===== config.mk =====
export PLATFORM = sky130hd
export DESIGN_NAME = sync_fifo
export DESIGN_NICKNAME = d
export VERILOG_FILES = /design/src/rtl/sync_fifo_pkg.sv /design/src/rtl/sync_fifo_mem.sv /design/src/rtl/sync_fifo.sv
export SDC_FILE = /design/constraint.sdc
export NUM_CORES = 1
export LEC_CHECK = 0
export CAP_MARGIN = 20
export CORE_MARGIN = 2
export CORE_UTILIZATION = 54
export CTS_CLUSTER_DIAMETER = 80
export DETAILED_ROUTE_END_ITERATION = 12
export GPL_ROUTABILITY_DRIVEN = 0
export PLACE_DENSITY = 0.79
export SLEW_MARGIN = 5
export SYNTH_ARGS = -nofsm -noshare
export SYNTH_HDL_FRONTEND = slang
export SYNTH_HIERARCHICAL = 1
export SYNTH_SLANG_ARGS = --single-unit

===== constraint.sdc =====
create_clock -name CLK -period 1.9 [get_ports CLK]
set_clock_uncertainty 0.05 [all_clocks]
set_input_delay 0.285 -clock CLK [delete_from_list [all_inputs] [get_ports CLK]]
set_output_delay 0.285 -clock CLK [all_outputs]
set_load 0.05 [all_outputs]

===== src/rtl/sync_fifo_pkg.sv =====
// Shared defaults and helpers for sync_fifo: default geometry, ceil-log2 for widths,
// and the pointer increment that wraps at DEPTH-1 so non-power-of-two depths work.
package sync_fifo_pkg;

  localparam int DEF_WIDTH = 8;
  localparam int DEF_DEPTH = 8;

  function automatic int clog2(input int n);
    int r;
    r = 0;
    while ((1 << r) < n) r++;
    return r;
  endfunction

  function automatic int ptr_inc(input int ptr, input int depth);
    return (ptr == depth - 1) ? 0 : ptr + 1;
  endfunction

endpackage


===== src/rtl/sync_fifo_mem.sv =====
// DEPTH x WIDTH register array: one synchronous write port, one asynchronous read port.
// Contents are deliberately not reset; the owning FIFO tracks validity.
module sync_fifo_mem
  import sync_fifo_pkg::*;
#(
  parameter int WIDTH = DEF_WIDTH,
  parameter int DEPTH = DEF_DEPTH,
  parameter int PTR_W = clog2(DEF_DEPTH)
) (
  input  logic             clk,
  input  logic             wr_en,
  input  logic [PTR_W-1:0] wr_ptr,
  input  logic [WIDTH-1:0] wr_data,
  input  logic [PTR_W-1:0] rd_ptr,
  output logic [WIDTH-1:0] rd_data
);

  logic [WIDTH-1:0] mem_q [DEPTH];

  always_ff @(posedge clk) begin
    if (wr_en) mem_q[wr_ptr] <= wr_data;
  end

  assign rd_data = mem_q[rd_ptr];

endmodule


===== src/rtl/sync_fifo.sv =====
// Single-clock first-word-fall-through FIFO; a write at edge N is readable right after edge N, with no WR_EN->RD_DATA or RD_EN->FULL path.
// Writes while FULL and reads while EMPTY are dropped and set sticky OVF/UDF; SYNC_FIFO_LEVEL_EN adds LEVEL/ALMOST_* outputs.
module sync_fifo
  import sync_fifo_pkg::*;
#(
  parameter int WIDTH     = DEF_WIDTH,
  parameter int DEPTH     = DEF_DEPTH
`ifdef SYNC_FIFO_LEVEL_EN
  ,
  parameter int AF_THRESH = DEPTH - 2,
  parameter int AE_THRESH = 2
`endif
) (
  input  logic                        CLK,
  input  logic                        RST,
  input  logic                        WR_EN,
  input  logic [WIDTH-1:0]            WR_DATA,
  output logic                        FULL,
  input  logic                        RD_EN,
  output logic [WIDTH-1:0]            RD_DATA,
  output logic                        EMPTY,
  output logic                        OVF,
`ifdef SYNC_FIFO_LEVEL_EN
  output logic                        UDF,
  output logic [clog2(DEPTH+1)-1:0]   LEVEL,
  output logic                        ALMOST_FULL,
  output logic                        ALMOST_EMPTY
`else
  output logic                        UDF
`endif
);

  localparam int PTR_W = clog2(DEPTH);
  localparam int CNT_W = clog2(DEPTH + 1);

  logic [PTR_W-1:0] wr_ptr_q, wr_ptr_d;
  logic [PTR_W-1:0] rd_ptr_q, rd_ptr_d;
  logic [CNT_W-1:0] count_q, count_d;
  logic             full_q, full_d;
  logic             empty_q, empty_d;
  logic             ovf_q, ovf_d;
  logic             udf_q, udf_d;
  logic             wr_acc, rd_acc;

  assign wr_acc = WR_EN && !full_q;
  assign rd_acc = RD_EN && !empty_q;

  always_comb begin
    wr_ptr_d = wr_ptr_q;
    rd_ptr_d = rd_ptr_q;
    count_d  = count_q;
    if (wr_acc) wr_ptr_d = PTR_W'(ptr_inc(int'(wr_ptr_q), DEPTH));
    if (rd_acc) rd_ptr_d = PTR_W'(ptr_inc(int'(rd_ptr_q), DEPTH));
    if (wr_acc && !rd_acc) count_d = count_q + CNT_W'(1);
    if (rd_acc && !wr_acc) count_d = count_q - CNT_W'(1);
    // Flags come from count_d so they are registered yet line up with the pointer update.
    full_d  = (count_d == CNT_W'(DEPTH));
    empty_d = (count_d == '0);
    ovf_d   = ovf_q || (WR_EN && full_q);
    udf_d   = udf_q || (RD_EN && empty_q);
  end

  always_ff @(posedge CLK) begin
    if (RST) begin
      wr_ptr_q <= '0;
      rd_ptr_q <= '0;
      count_q  <= '0;
      full_q   <= 1'b0;
      empty_q  <= 1'b1;
      ovf_q    <= 1'b0;
      udf_q    <= 1'b0;
    end else begin
      wr_ptr_q <= wr_ptr_d;
      rd_ptr_q <= rd_ptr_d;
      count_q  <= count_d;
      full_q   <= full_d;
      empty_q  <= empty_d;
      ovf_q    <= ovf_d;
      udf_q    <= udf_d;
    end
  end

  sync_fifo_mem #(
    .WIDTH (WIDTH),
    .DEPTH (DEPTH),
    .PTR_W (PTR_W)
  ) u_mem (
    .clk     (CLK),
    .wr_en   (wr_acc),
    .wr_ptr  (wr_ptr_q),
    .wr_data (WR_DATA),
    .rd_ptr  (rd_ptr_q),
    .rd_data (RD_DATA)
  );

  assign FULL  = full_q;
  assign EMPTY = empty_q;
  assign OVF   = ovf_q;
  assign UDF   = udf_q;

`ifdef SYNC_FIFO_LEVEL_EN
  logic [CNT_W-1:0] level_q;
  logic             af_q, ae_q;

  always_ff @(posedge CLK) begin
    if (RST) begin
      level_q <= '0;
      af_q    <= 1'b0;
      ae_q    <= 1'b1;
    end else begin
      level_q <= count_d;
      af_q    <= (int'(count_d) >= AF_THRESH);
      ae_q    <= (int'(count_d) <= AE_THRESH);
    end
  end

  assign LEVEL        = level_q;
  assign ALMOST_FULL  = af_q;
  assign ALMOST_EMPTY = ae_q;
`endif

endmodule


Yosys cells after proc, flatten, opt, wreduce, memory -nomap -nowiden
Memories as Yosys holds them, arrays and structs flattened. A register that Yosys moved wholly into a read port is not among the register bits.
Cells that the tools add are included.
- $add $sub $neg: 4
- equal/unequal tests: 3
- multiplexer cells: 8
- reduce and logical (&&, ||, !) cells: 13
- operators by type and width (cell ; number):
    $mux W3 ; 4
    $mux W4 ; 2
    $add A3 B1 Y3 const B ; 2
    $eq A3 B1 Y1 const B ; 2
    $logic_and A1 B1 Y1 ; 6
    $add A4 B1 Y4 const B ; 1
    $eq A4 B4 Y1 const B ; 1
    $logic_not A1 Y1 ; 4
    $logic_not A4 Y1 ; 1
    $sub A4 B1 Y4 const B ; 1
    $logic_or A1 B1 Y1 ; 2
    $mux W1 ; 2
- register bits: 14
- RAM bits: 64
- input port bits: 12
- output and inout bits: 12
- logic and storage cells: 36
- memories kept: 1
- memory list (name ; words ; width ; read ports ; clocked after memory_dff ; write ports ; RTL line ; RTL):
    u_mem.mem_q ; 8 ; 8 ; 1 ; 1 ; 1 ; sync_fifo_mem.sv:18 ; logic [WIDTH-1:0] mem_q [DEPTH];

Depth between registers and ports, before layout
- depth in word-level cells: 7
- gate-level depth with buffers: 7
- mapped depth without buffers: 6

Cells and area by module
Netlist, hierarchy kept.
- by module, submodules not included (module ; instances ; cells each ; area each (sq um) ; seq. area each (sq um)):
    sync_fifo_mem ; 1 ; 106 ; 2531.2 ; 1921.8
    sync_fifo ; 1 ; 76 ; 689.4 ; 280.3

Least setup slack after synthesis
No wires, ideal clock.
- path kind: register -> register
- start: register full_q, in the netlist FULL
- end: memory u_mem/mem_q[0][0] (netlist bit) (enable)
- library setup time: 0.383 ns
- data arrival time: 1.574 ns
- required time: 1.467 ns
- slack: -0.107 ns
- stages on the path, launching flop included: 6
- buffers on the path: 1
- clock period less this slack: 2.007 ns
- cells stage by stage: dfxtp_1 > nand2b_4 > buf_6 > clkinv_4 > nand2b_1 > nor3_1
- word-level cells in the longest chain between the ends: 4
- RTL lines (item ; RTL line ; RTL):
    start: declaration ; sync_fifo.sv:39 ; logic full_q, full_d;
    start signal: assignment ; sync_fifo.sv:76 ; full_q <= full_d;
    $logic_not A1 Y1 ; sync_fifo.sv:45 ; assign wr_acc = WR_EN && !full_q;
    $logic_and A1 B1 Y1 ; sync_fifo.sv:45 ;
    via wr_acc ; sync_fifo.sv:43 ; logic wr_acc, rd_acc;
    $mux W1 ; sync_fifo_mem.sv:21 ; if (wr_en) mem_q[wr_ptr] <= wr_data;
    $mux W1 (implied by the code) ; sync_fifo_mem.sv:21 ;
    end: declaration ; sync_fifo_mem.sv:18 ;
The timed path passes the listed nets, and every way through them passes these cells.

==> impl_metrics.json <==
{
  "status": "finished with violations",
  "violations": "negative setup slack",
  "finalPower_mw": 3.92,
  "cp_max_fo": 7,
  "synth_top_area_cell": "edfxtp_1",
  "synth.top_cell.area_share_pct": 59.7,
  "dp_slack_ns": -0.0150,
  "ir_drop_mv": 0.601,
  "fin_util_pct": 66.6,
  "design_area_um2": 3900,
  "critPathKind": "flop to output port",
  "dp_hpwl_mm": 3.41,
  "setup-violations-final": 8,
  "start_util_pct": 55.0,
  "worst_setup_path_start_kind": "flop",
  "numPortBuffers": 23,
  "hold_slack_ns": 0.440,
  "numCtsBuffers": 9,
  "die-area_um2": 6600,
  "rsz0062_at_grt": "true",
  "grt_overflow": 0,
  "drt_iter0_drc": 149,
  "synth_xor_area_share_pct": 0.816,
  "slew_headroom_pct": 66.5,
  "synth.distinct_cells": 35,
  "dr.pass1.iters": 4,
  "crit_path_end_kind": "output port",
  "route.detailed.drc": 0,
  "fillerInstances": 392,
  "die-height_um": 81.2,
  "path_clk_slew_ns": 0.07,
  "grt_start_max_net_pins": 19,
  "antenna_found_initial": 0,
  "detail-route-antenna-nets": 0,
  "synth_fa_ha_area_share_pct": 2.33,
  "worstSkewPairLatency_ns": 0.35,
  "vias": 1685,
  "wirelength_mm": 5.61,
  "powerDensity_nw_per_um2": 1010,
  "drv_slew": 0,
  "first_global_vias": 1728,
  "yosysWarnings": 6,
  "synth_top_family_by_area": "multiplexers",
  "syn_nets": 200,
  "cp.required_ns": 1.56,
  "drive_above_1_share_pct": 31.6,
  "cts_tree": "built",
  "nNetsFinal": 244,
  "hold_viol": 0,
  "syn-cell-area_um2": 3220,
  "area_growth_pct": 21.0,
  "viasPerCell": 5.51,
  "track_usage_pct": 19.7,
  "most-common-layout-cells": "64 x edfxtp_1, 16 x mux4_2",
  "synthSimpleGateAreaFrac_pct": 6.80,
  "timing.fmax_ghz": 0.453,
  "synthTopCellsByArea": "edfxtp_1 60%, mux4_1 12%, dfxtp_1 8.7%",
  "critPathArrivalTime_ns": 1.87,
  "core_area_um2": 5850,
  "period_minus_slack_ns": 2.21,
  "place_area_um2": 3610,
  "p_leak_nw": 1.36,
  "num_rows": 28,
  "drv_cap": 0,
  "cts_root_buf": "clkbuf_8",
  "min_path_type": "flop to flop",
  "post_drt_wl_per_cell_um": 18.3,
  "min_period_over_period_pct": 116,
  "avgSynthCellArea_um2": 17.7,
  "synthMuxAreaShare_pct": 15.7,
  "worst_slack_ns": -0.309,
  "final_common_cell": "edfxtp_1",
  "die_w_um": 81.2,
  "ys_seq_area_share_pct": 68.4,
  "cts.sinks": 78,
  "htree_levels": 3,
  "synth_seq_cells": 78,
  "synth_compound_area_share_pct": 3.50,
  "cts_max_path_buffers": 2,
  "worst_pin_slew_ns": 0.501,
  "grt_pass1_wl_mm": 8.90,
  "n_antenna_cell": 0,
  "ios": 24,
  "syn_inst": 182
}
[registers in the layout, indices dropped and copies added (netlist names)]
| signal | cells |
|---|---|
| rd_ptr_q | 3 |
| FULL | 1 |
| EMPTY | 1 |
| u_mem/mem_q | 64 |
| count_q | 4 |
| OVF | 1 |
| wr_ptr_q | 3 |
| UDF | 1 |
[worst paths after layout]
check,from,to,slack [ns],cells after the start
worst max-delay path,rd_ptr_q[0],RD_DATA[3],-0.31,4
worst min-delay path,UDF,UDF,0.44,2
worst max register to register,count_q[0],EMPTY,0.37,6
worst min register to register,UDF,UDF,0.44,2
[through the flow]
step	instances	TNS, ns
after floorplan	182	0
after global placement	288	0
after detailed placement	288	-0.0454
after CTS	306	-2.45
after global routing	306	-2.68
final	306	-2.29
[final cells by class]
class	count	area (µm²)	area share, %
multi-input combinational	93	923	23.7
sequential	78	2210	56.6
clock buffer	12	155	3.98
timing repair buffer	40	452	11.6
tap	75	93.8	2.41
clock inverter	4	46.3	1.19
inverter	4	20.0	0.514
[critical path, stage by stage (launching register included)]
cell,delay (ns)
dfxtp_4,0.41
buf_12,0.15
mux4_2,0.50
mux2_4,0.30
buf_8,0.15
[report_power, final]
group	switching [mW]	total, mW	leakage, nW	internal, mW
Sequential	0.0547	1.97	0.697	1.92
Combinational	0.371	0.717	0.562	0.346
Clock	0.561	1.23	0.100	0.672
[per-layer routing]
layer | global-route usage (%) | wire, µm | up-vias
met1 | 25.0 | 2290 | 830
met4 | 9.32 | 111 | 0
li1 | - | - | 796
met5 | 0 | 0 | -
met3 | 5.00 | 268 | 11
met2 | 31.8 | 2930 | 48
[what timing repair did]
action,4_1_cts,5_1_grt
buffers inserted,1,0
hold buffers,0,0
resized for setup,41,4
gates cloned,1,0
setup endpoints to repair,8,10
[cell families (layout without fill, tap and decap cells)]
group | Yosys count | count (layout)
flip-flops | 78 | 78
AND/OR/NAND/NOR | 42 | 42
multiplexers | 24 | 24
AO/OA/AOI/OAI | 18 | 18
buffers and inverters | 11 | 60
adder cells (fa/ha/maj) | 6 | 6
XOR/XNOR | 3 | 3
[synth_stat cells, drive strengths merged]
cell type  count
nand2         11
buf            5
clkbuf         2
ha             6
nor2          14
a211oi         2
and2           1
and2b          1
o31ai          1
a32oi          1
nand3          4
mux4          16
xor2           1
dfxtp         14
a21oi         10
clkinv         1
nor3           4
nand3b         1
o22a           1
o21ai          2
a22oi          1
inv            3
nor4           1
edfxtp        64
nand2b         5
mux2           8
xnor2          2
(Power assumes the default switching activity.)
